==> src/rtl/pipe_pkg.sv <==
// Shared definitions for the pipeline stage register: default bundle widths,
// flush-mode encodings, control-bundle bit offsets and a valid-bit popcount.
package pipe_pkg;

   localparam int CTRL_W_DEF = 10;
   localparam int DATA_W_DEF = 47;

   localparam int FLUSH_BUBBLE = 0;
   localparam int FLUSH_ALL    = 1;

   localparam int REGWRITE_BIT = 9;
   localparam int MEMTOREG_BIT = 8;
   localparam int MEMWRITE_BIT = 7;
   localparam int ALUCTRL_MSB  = 6;
   localparam int ALUCTRL_LSB  = 4;
   localparam int ALUSRC_BIT   = 3;
   localparam int REGDST_BIT   = 2;
   localparam int BRANCH_BIT   = 1;
   localparam int SPARE_BIT    = 0;

   function automatic logic [3:0] popcount8(input logic [7:0] v);
      logic [3:0] n;
      n = '0;
      for (int i = 0; i < 8; i++) n = n + {3'b000, v[i]};
      return n;
   endfunction

endpackage

==> src/rtl/pipe_stage_reg_slot.sv <==
// One pipeline stage: clear beats load, load captures, otherwise hold.
// An invalid entry is captured with its control bundle forced to zero.
module pipe_stage_slot
   import pipe_pkg::*;
#(
   parameter int CTRL_W     = CTRL_W_DEF,
   parameter int DATA_W     = DATA_W_DEF,
   parameter bit CLEAR_DATA = 1'b1
) (
   input  logic              clk,
   input  logic              i_clear,
   input  logic              i_load,
   input  logic              i_valid,
   input  logic [CTRL_W-1:0] i_ctrl,
   input  logic [DATA_W-1:0] i_data,
   output logic              o_valid,
   output logic [CTRL_W-1:0] o_ctrl,
   output logic [DATA_W-1:0] o_data,
   output logic              o_next_valid
);

   logic              r_valid;
   logic [CTRL_W-1:0] r_ctrl;
   logic [DATA_W-1:0] r_data;

   always_ff @(posedge clk) begin
      if (i_clear) begin
         r_valid <= 1'b0;
         r_ctrl  <= '0;
         if (CLEAR_DATA) r_data <= '0;
      end else if (i_load) begin
         r_valid <= i_valid;
         r_ctrl  <= i_valid ? i_ctrl : '0;
         r_data  <= i_data;
      end
   end

   // Lets the top register an occupancy that matches the stages after the edge.
   assign o_next_valid = i_clear ? 1'b0 : (i_load ? i_valid : r_valid);

   assign o_valid = r_valid;
   assign o_ctrl  = r_ctrl;
   assign o_data  = r_data;

endmodule

==> src/rtl/pipe_stage_reg.sv <==
// DEPTH-stage control/data pipeline register with stall, flush and occupancy.
// Define PIPE_STAGE_PERF_EN to add the saturating BubbleCount output.
module pipe_stage_reg
   import pipe_pkg::*;
#(
   parameter int CTRL_W     = CTRL_W_DEF,
   parameter int DATA_W     = DATA_W_DEF,
   parameter int DEPTH      = 1,
   parameter int FLUSH_MODE = FLUSH_BUBBLE,
   parameter bit CLEAR_DATA = 1'b1
) (
   input  logic              clk,
   input  logic              reset,
   input  logic              StallE,
   input  logic              FlushE,
   input  logic              ValidD,
   input  logic [CTRL_W-1:0] CtrlD,
   input  logic [DATA_W-1:0] DataD,
   output logic              ValidE,
   output logic [CTRL_W-1:0] CtrlE,
   output logic [DATA_W-1:0] DataE,
   output logic [3:0]        Occupancy
`ifdef PIPE_STAGE_PERF_EN
   ,output logic [31:0]      BubbleCount
`endif
);

   // Index 0 is the input entry; index g+1 is the output of stage g+1.
   logic              w_valid [DEPTH+1];
   logic [CTRL_W-1:0] w_ctrl  [DEPTH+1];
   logic [DATA_W-1:0] w_data  [DEPTH+1];
   logic [DEPTH-1:0]  w_next_valid;
   logic [7:0]        w_next_valid8;
   logic              w_flush_rest;
   logic [3:0]        r_occupancy;

   assign w_valid[0]   = ValidD;
   assign w_ctrl[0]    = CtrlD;
   assign w_data[0]    = DataD;
   assign w_flush_rest = FlushE && (FLUSH_MODE == FLUSH_ALL);

   for (genvar g = 0; g < DEPTH; g++) begin : g_stage
      logic w_clear;
      // Stage 1 always takes the flush; later stages only in flush-all mode.
      if (g == 0) begin : g_first
         assign w_clear = reset | FlushE;
      end else begin : g_rest
         assign w_clear = reset | w_flush_rest;
      end

      pipe_stage_slot #(
         .CTRL_W     (CTRL_W),
         .DATA_W     (DATA_W),
         .CLEAR_DATA (CLEAR_DATA)
      ) u_slot (
         .clk          (clk),
         .i_clear      (w_clear),
         .i_load       (~StallE),
         .i_valid      (w_valid[g]),
         .i_ctrl       (w_ctrl[g]),
         .i_data       (w_data[g]),
         .o_valid      (w_valid[g+1]),
         .o_ctrl       (w_ctrl[g+1]),
         .o_data       (w_data[g+1]),
         .o_next_valid (w_next_valid[g])
      );
   end

   always_comb begin
      w_next_valid8             = '0;
      w_next_valid8[DEPTH-1:0]  = w_next_valid;
   end

   always_ff @(posedge clk) begin
      if (reset) r_occupancy <= '0;
      else       r_occupancy <= popcount8(w_next_valid8);
   end

   assign ValidE    = w_valid[DEPTH];
   assign CtrlE     = w_ctrl[DEPTH];
   assign DataE     = w_data[DEPTH];
   assign Occupancy = r_occupancy;

`ifdef PIPE_STAGE_PERF_EN
   logic [31:0] r_bubble_count;

   always_ff @(posedge clk) begin
      if (reset)                                      r_bubble_count <= '0;
      else if (!ValidE && (r_bubble_count != '1))     r_bubble_count <= r_bubble_count + 32'd1;
   end

   assign BubbleCount = r_bubble_count;
`endif

endmodule

==> config.mk <==
export PLATFORM = sky130hd
export DESIGN_NAME = pipe_stage_reg
export DESIGN_NICKNAME = d
export VERILOG_FILES = /design/src/rtl/pipe_pkg.sv /design/src/rtl/pipe_stage_reg_slot.sv /design/src/rtl/pipe_stage_reg.sv
export SDC_FILE = /design/constraint.sdc
export NUM_CORES = 1
export LEC_CHECK = 0
export BUFFER_PORTS_ARGS = -buffer_cell sky130_fd_sc_hd__buf_4
export CAP_MARGIN = 25
export CORE_AREA = 2 2 65 82
export CTS_CLUSTER_SIZE = 10
export DETAILED_ROUTE_END_ITERATION = 12
export DIE_AREA = 0 0 67 84
export GPL_ROUTABILITY_DRIVEN = 1
export PLACE_DENSITY = 0.82
export SLEW_MARGIN = 25
export SYNTH_ARGS = -nofsm -noshare
export SYNTH_HDL_FRONTEND = slang
export SYNTH_HIERARCHICAL = 1
export SYNTH_SLANG_ARGS = --single-unit
==> constraint.sdc <==
create_clock -name clk -period 1.6 [get_ports clk]
set_input_delay 0.08 -clock clk [delete_from_list [all_inputs] [get_ports clk]]
set_output_delay 0.08 -clock clk [all_outputs]
set_load 0.005 [all_outputs]
; Word-level counts from Yosys, hierarchy flattened
; Index checks and enable logic that the tools add are counted.
[totals]
mem_bits_ro = 0
reg_bits = 62
mem_bits_rw = 0
word_cells = 9
memories = 0
latchBits = 0
input_bits = 62
output_inout_bits = 62
[op_classes]
mul = 0
order_cmp = 0
n_eq_ne = 0
n_div = 0
shifts = 0
bitwise_logic = 1
n_reduce_logical = 0
muxes = 3
n_addsub = 0
[op_table]
columns = cell, n
row1 = 10-bit two-way mux, 1
row2 = 1-bit two-way mux, 2
row3 = 1-bit OR, 1

; Logic depth before layout (Yosys ltp)
[logic_depth]
word_depth = 2
mapped_depth = 7
ltp_nobuf = 4

; By module
; The synthesis kept the hierarchy.
[modules_own_cells]
columns = mod, area_per_inst_um2, seq_area_each_um2, n_inst, cells_per_inst
row1 = pipe_stage_slot, 2090.8, 1161.1, 1, 199
row2 = pipe_stage_reg, 65.1, 20.0, 1, 8

; Worst setup path after synthesis
; Ideal clock, no wire load.
[synth_timing]
path_type = input port to flip-flop
from = input FlushE
to = register r_occupancy[0], in the netlist Occupancy[0]
path_stages = 5
required_ns = 1.484
arrival_time_ns = 0.922
path_slack_ns = 0.562
path_buffers = 2
path_cell_list = or2_1 > buf_2 > buf_1 > nor2_1 > and2b_2
[synth_via]
elab_chain_len = 2
[synth_lines]
columns = element, line
row1 = "start, declared", pipe_stage_reg.sv:15  ; input logic FlushE,
row2 = 1-bit OR, pipe_stage_reg.sv:46  ; assign w_clear = reset | FlushE;
row3 = 1-bit two-way mux, --
row4 = "end signal, assigned", pipe_stage_reg.sv:76  ; else r_occupancy <= popcount8(w_next_valid8);
row5 = "end, declared", pipe_stage_reg.sv:35  ; logic [3:0] r_occupancy;
; No other way between the ends.
; A chain may end at the register's enable or synchronous reset.

; Worst setup path after layout
[layout_timing]
from = register g_stage[0].u_slot.r_data[35]
to = output DataE[35]
[layout_rtl]
columns = element, line
row1 = "start, declared", pipe_stage_reg_slot.sv:24  ; logic [DATA_W-1:0] r_data;
row2 = "start signal, assigned", pipe_stage_reg_slot.sv:34  ; r_data <= i_data;
row3 = "end, declared", pipe_stage_reg.sv:21  ; output logic [DATA_W-1:0] DataE,
; No word-level cell between the ends.

==> metrics.md <==
| Metric | Value |
|---|---|
| H-tree lvl count | `3` |
| WP data required | `1.52 ns` |
| Final #Nets | `424` |
| Inserted Clock Buffers | `9` |
| Worst min path class | `input pin to flop` |
| Post-synthesis cell count | `207` |
| Io pins | `124` |
| Distinct cells, synth | `16` |
| P&R area growth vs syn | `67.2%` |
| Hold WS | `0.00362 ns` |
| Pwr dens | `882 nW/µm²` |
| Area contributors post-synth | `dfxtp_1, mux2i_1, nor2_1` |
| First-pass GRT wire length | `8850 µm` |
| Worst path arrival time | `0.79 ns` |
| Sw Ratio | `22.2%` |
| Core ar. | `4930 µm²` |
| Hold_sp | `DataD[5]` |
| Metal-1 WL | `2120 µm` |
| Pleak | `1.76 nW` |
| CP max stage cell | `dfxtp_1` |
| Routed wire length | `5740 µm` |
| Rows | `29` |
| Outcome | `finished clean` |
| Critical path buffers and inverters | `1` |
| Resized cells post-CTS | `0` |
| Worst skew pair latency | `0.32 ns` |
| Finished Layout Cells | `428` |
| Fin crit period | `0.872 ns` |
| R2r endpoint | `Occupancy[0]` |
| Worst Path Class, Setup | `flop to output port` |
| CP Launch Type | `flop` |
| Cells on Worst Hold Path | `3` |
| Post-CTS Setup Repair Bufs | `0` |
| Int Power | `0.00247 W` |
| Synthesized cell area | `2160 µm²` |
| YS warnings | `6` |
| Syn Area/Cell | `10.4 µm²` |
| Post-synth top area cell | `dfxtp_1` |
| Share of layout cells above drive strength 1 | `38.8%` |
| DRT Pass-1 Iters | `4` |
| Peak Freq | `1.15 GHz` |
| Switching Power | `0.000707 W` |
| Worst Skew | `0.00391 ns` |
| CTS Sinks | `59` |
| Utilization after layout | `73.0%` |
| Flop pwr share | `48.4%` |
| Final Max Slew Viols | `0` |
| Reg clk slew, reported paths | `0.06 ns` |
| Antenna violations before repair | `0` |
| Met2 wire length | `2980 µm` |
| N_diodes | `0` |
| Die Y | `84 µm` |
| DP HPWL | `3710 µm` |
| CP cell instances | `buf_4` |
| Initial core utilization | `43.7%` |
| First-iteration detailed-routing DRC count | `67` |
| CP top delay family | `flip-flops` |
| Max incr delay on CP | `0.35 ns` |
| Total GRT Usage | `20.8%` |
| Drc violations | `0` |
| Die width | `67 µm` |
| CTS tree | `yes` |
| Vias post-DR | `2,004` |
| Fin Setup TNS | `0 ns` |
| Fill cells | `374` |
| FF+latch count, synth | `59` |
| DR WL/cell | `13.4 µm` |
| Most frequent cells in the layout | `buf_4, dfxtp_1, mux2i_1, nor2_1, dlygate4sd3_1` |
| RSZ-0062 raised after global routing | `false` |
| Gpl congestion | `0.737` |
| Top sig layer | `met4` |
| Endpoints failing hold | `0` |
| Pwr Total | `0.00318 W` |
| Largest net degree at the start of global routing | `49` |
| Maxcap violations | `0` |
| Combinational Power Share | `14.0%` |
| Overflow after GRT | `0` |
| DR WL met3 | `415 µm` |
| Post-Place Cells | `378` |
| Vias per cell | `4.68` |
| CP max FO | `2` |
| Flop-to-flop setup slack | `0.78 ns` |
| Root buf cell | `clkbuf_8` |
| Max rail drop VDD | `0.651 mV` |
| Register-to-Register Path Depth | `3` |
| CTS Buffer Depth | `2` |
| Vias in the first global route | `2,006` |
| Setup crit end kind | `output port` |
| CP Depth | `1` |
| RR Startpoint | `g_stage[0].u_slot/o_valid` |
| Antenna Nets Post-Route | `0` |
| Sequential fraction of the synthesis area | `54.8%` |
| Hold EP | `g_stage[0].u_slot/o_data[5]` |
| Share of the synthesized area in the top cell type | `54.8%` |
| Port bufs | `120` |
| Final setup viols | `0` |
| Most common cell after layout, fill and taps aside | `buf_4` |
| Die area | `5630 µm²` |
| Clock share of power | `37.6%` |
| Period utilization | `54.5%` |
==> flip-flops by register name, summed over array words and instances, names as in the netlist <==
signal	count
g_stage.u_slot/o_valid	1
Occupancy	1
g_stage.u_slot/o_ctrl	10
g_stage.u_slot/o_data	47
==> per-stage QoR <==
step	worst slack [ns]	area, µm²
4_1_cts	0.717	3600
6_report	0.728	3600
3_5_place_dp	0.537	3080
2_1_floorplan	0.562	2160
5_1_grt	0.681	3600
3_3_place_gp	0.580	3080
==> power by group through the flow <==
stage	sequential, W	clock, W	combinational (W)
2_1_floorplan	0.00157	0	0.000171
3_3_place_gp	0.00157	0	0.000367
3_5_place_dp	0.00157	0	0.000374
4_1_cts	0.00154	0.00123	0.000443
5_1_grt	0.00154	0.00129	0.000481
6_report	0.00154	0.00120	0.000446
==> cells in the mapped netlist <==
cell and count:
buf_1 1, and2b_2 1, nand2b_1 10, nand3_1 10
a21oi_1 10, buf_4 8, clkbuf_1 2, buf_8 1
conb_1 1, nor2_1 48, buf_2 4, or2_1 1
inv_1 1, dfxtp_1 59, mux2i_1 48, buf_6 2
==> repair_timing <==
| action | in CTS | in global routing |
|---|---|---|
| endpoints found under the hold margin | 35 | 0 |
| endpoints found under the setup margin | 0 | 0 |
| hold buffers | 35 | 0 |
==> routing by layer <==
metal / global-route usage, % / vias to the layer above
met3: 5.40 / 22
met2: 35.3 / 86
met5: 0 / -
met4: 14.8 / 0
li1: - / 986
met1: 21.2 / 910
==> worst max path at each step <==
stage,start,end,slack (ns)
5_1_grt,g_stage[0].u_slot/o_data[35],DataE[35],0.68
2_1_floorplan,FlushE,Occupancy[0],0.56
3_3_place_gp,FlushE,g_stage[0].u_slot/o_ctrl[0],0.58
6_report,g_stage[0].u_slot/o_data[35],DataE[35],0.73
3_5_place_dp,FlushE,g_stage[0].u_slot/o_data[35],0.54
4_1_cts,g_stage[0].u_slot/o_data[35],DataE[35],0.72
==> cells by family (layout without fill, tap and decap cells) <==
logic type | Yosys count | after routing | synth area share [%]
other | 1 | 3 | 0.174
and+or+nand+nor | 70 | 70 | 14.3
muxes | 48 | 48 | 22.3
DFF | 59 | 59 | 54.8
buffers and inverters | 19 | 176 | 6.15
AOI/OAI and AO/OA | 10 | 10 | 2.32
==> cell type report <==
cell class / count / area, µm² / share of cell area [%]
inverters: 1 / 3.75 / 0.104
multi-input cells: 131 / 850 / 23.6
clock inverters: 2 / 10.0 / 0.278
clock buffers: 13 / 169 / 4.69
repair buffers: 160 / 1310 / 36.4
flip-flops and latches: 59 / 1180 / 32.8
well taps: 62 / 77.6 / 2.15
No activity file was read; power rests on OpenSTA's default activity.
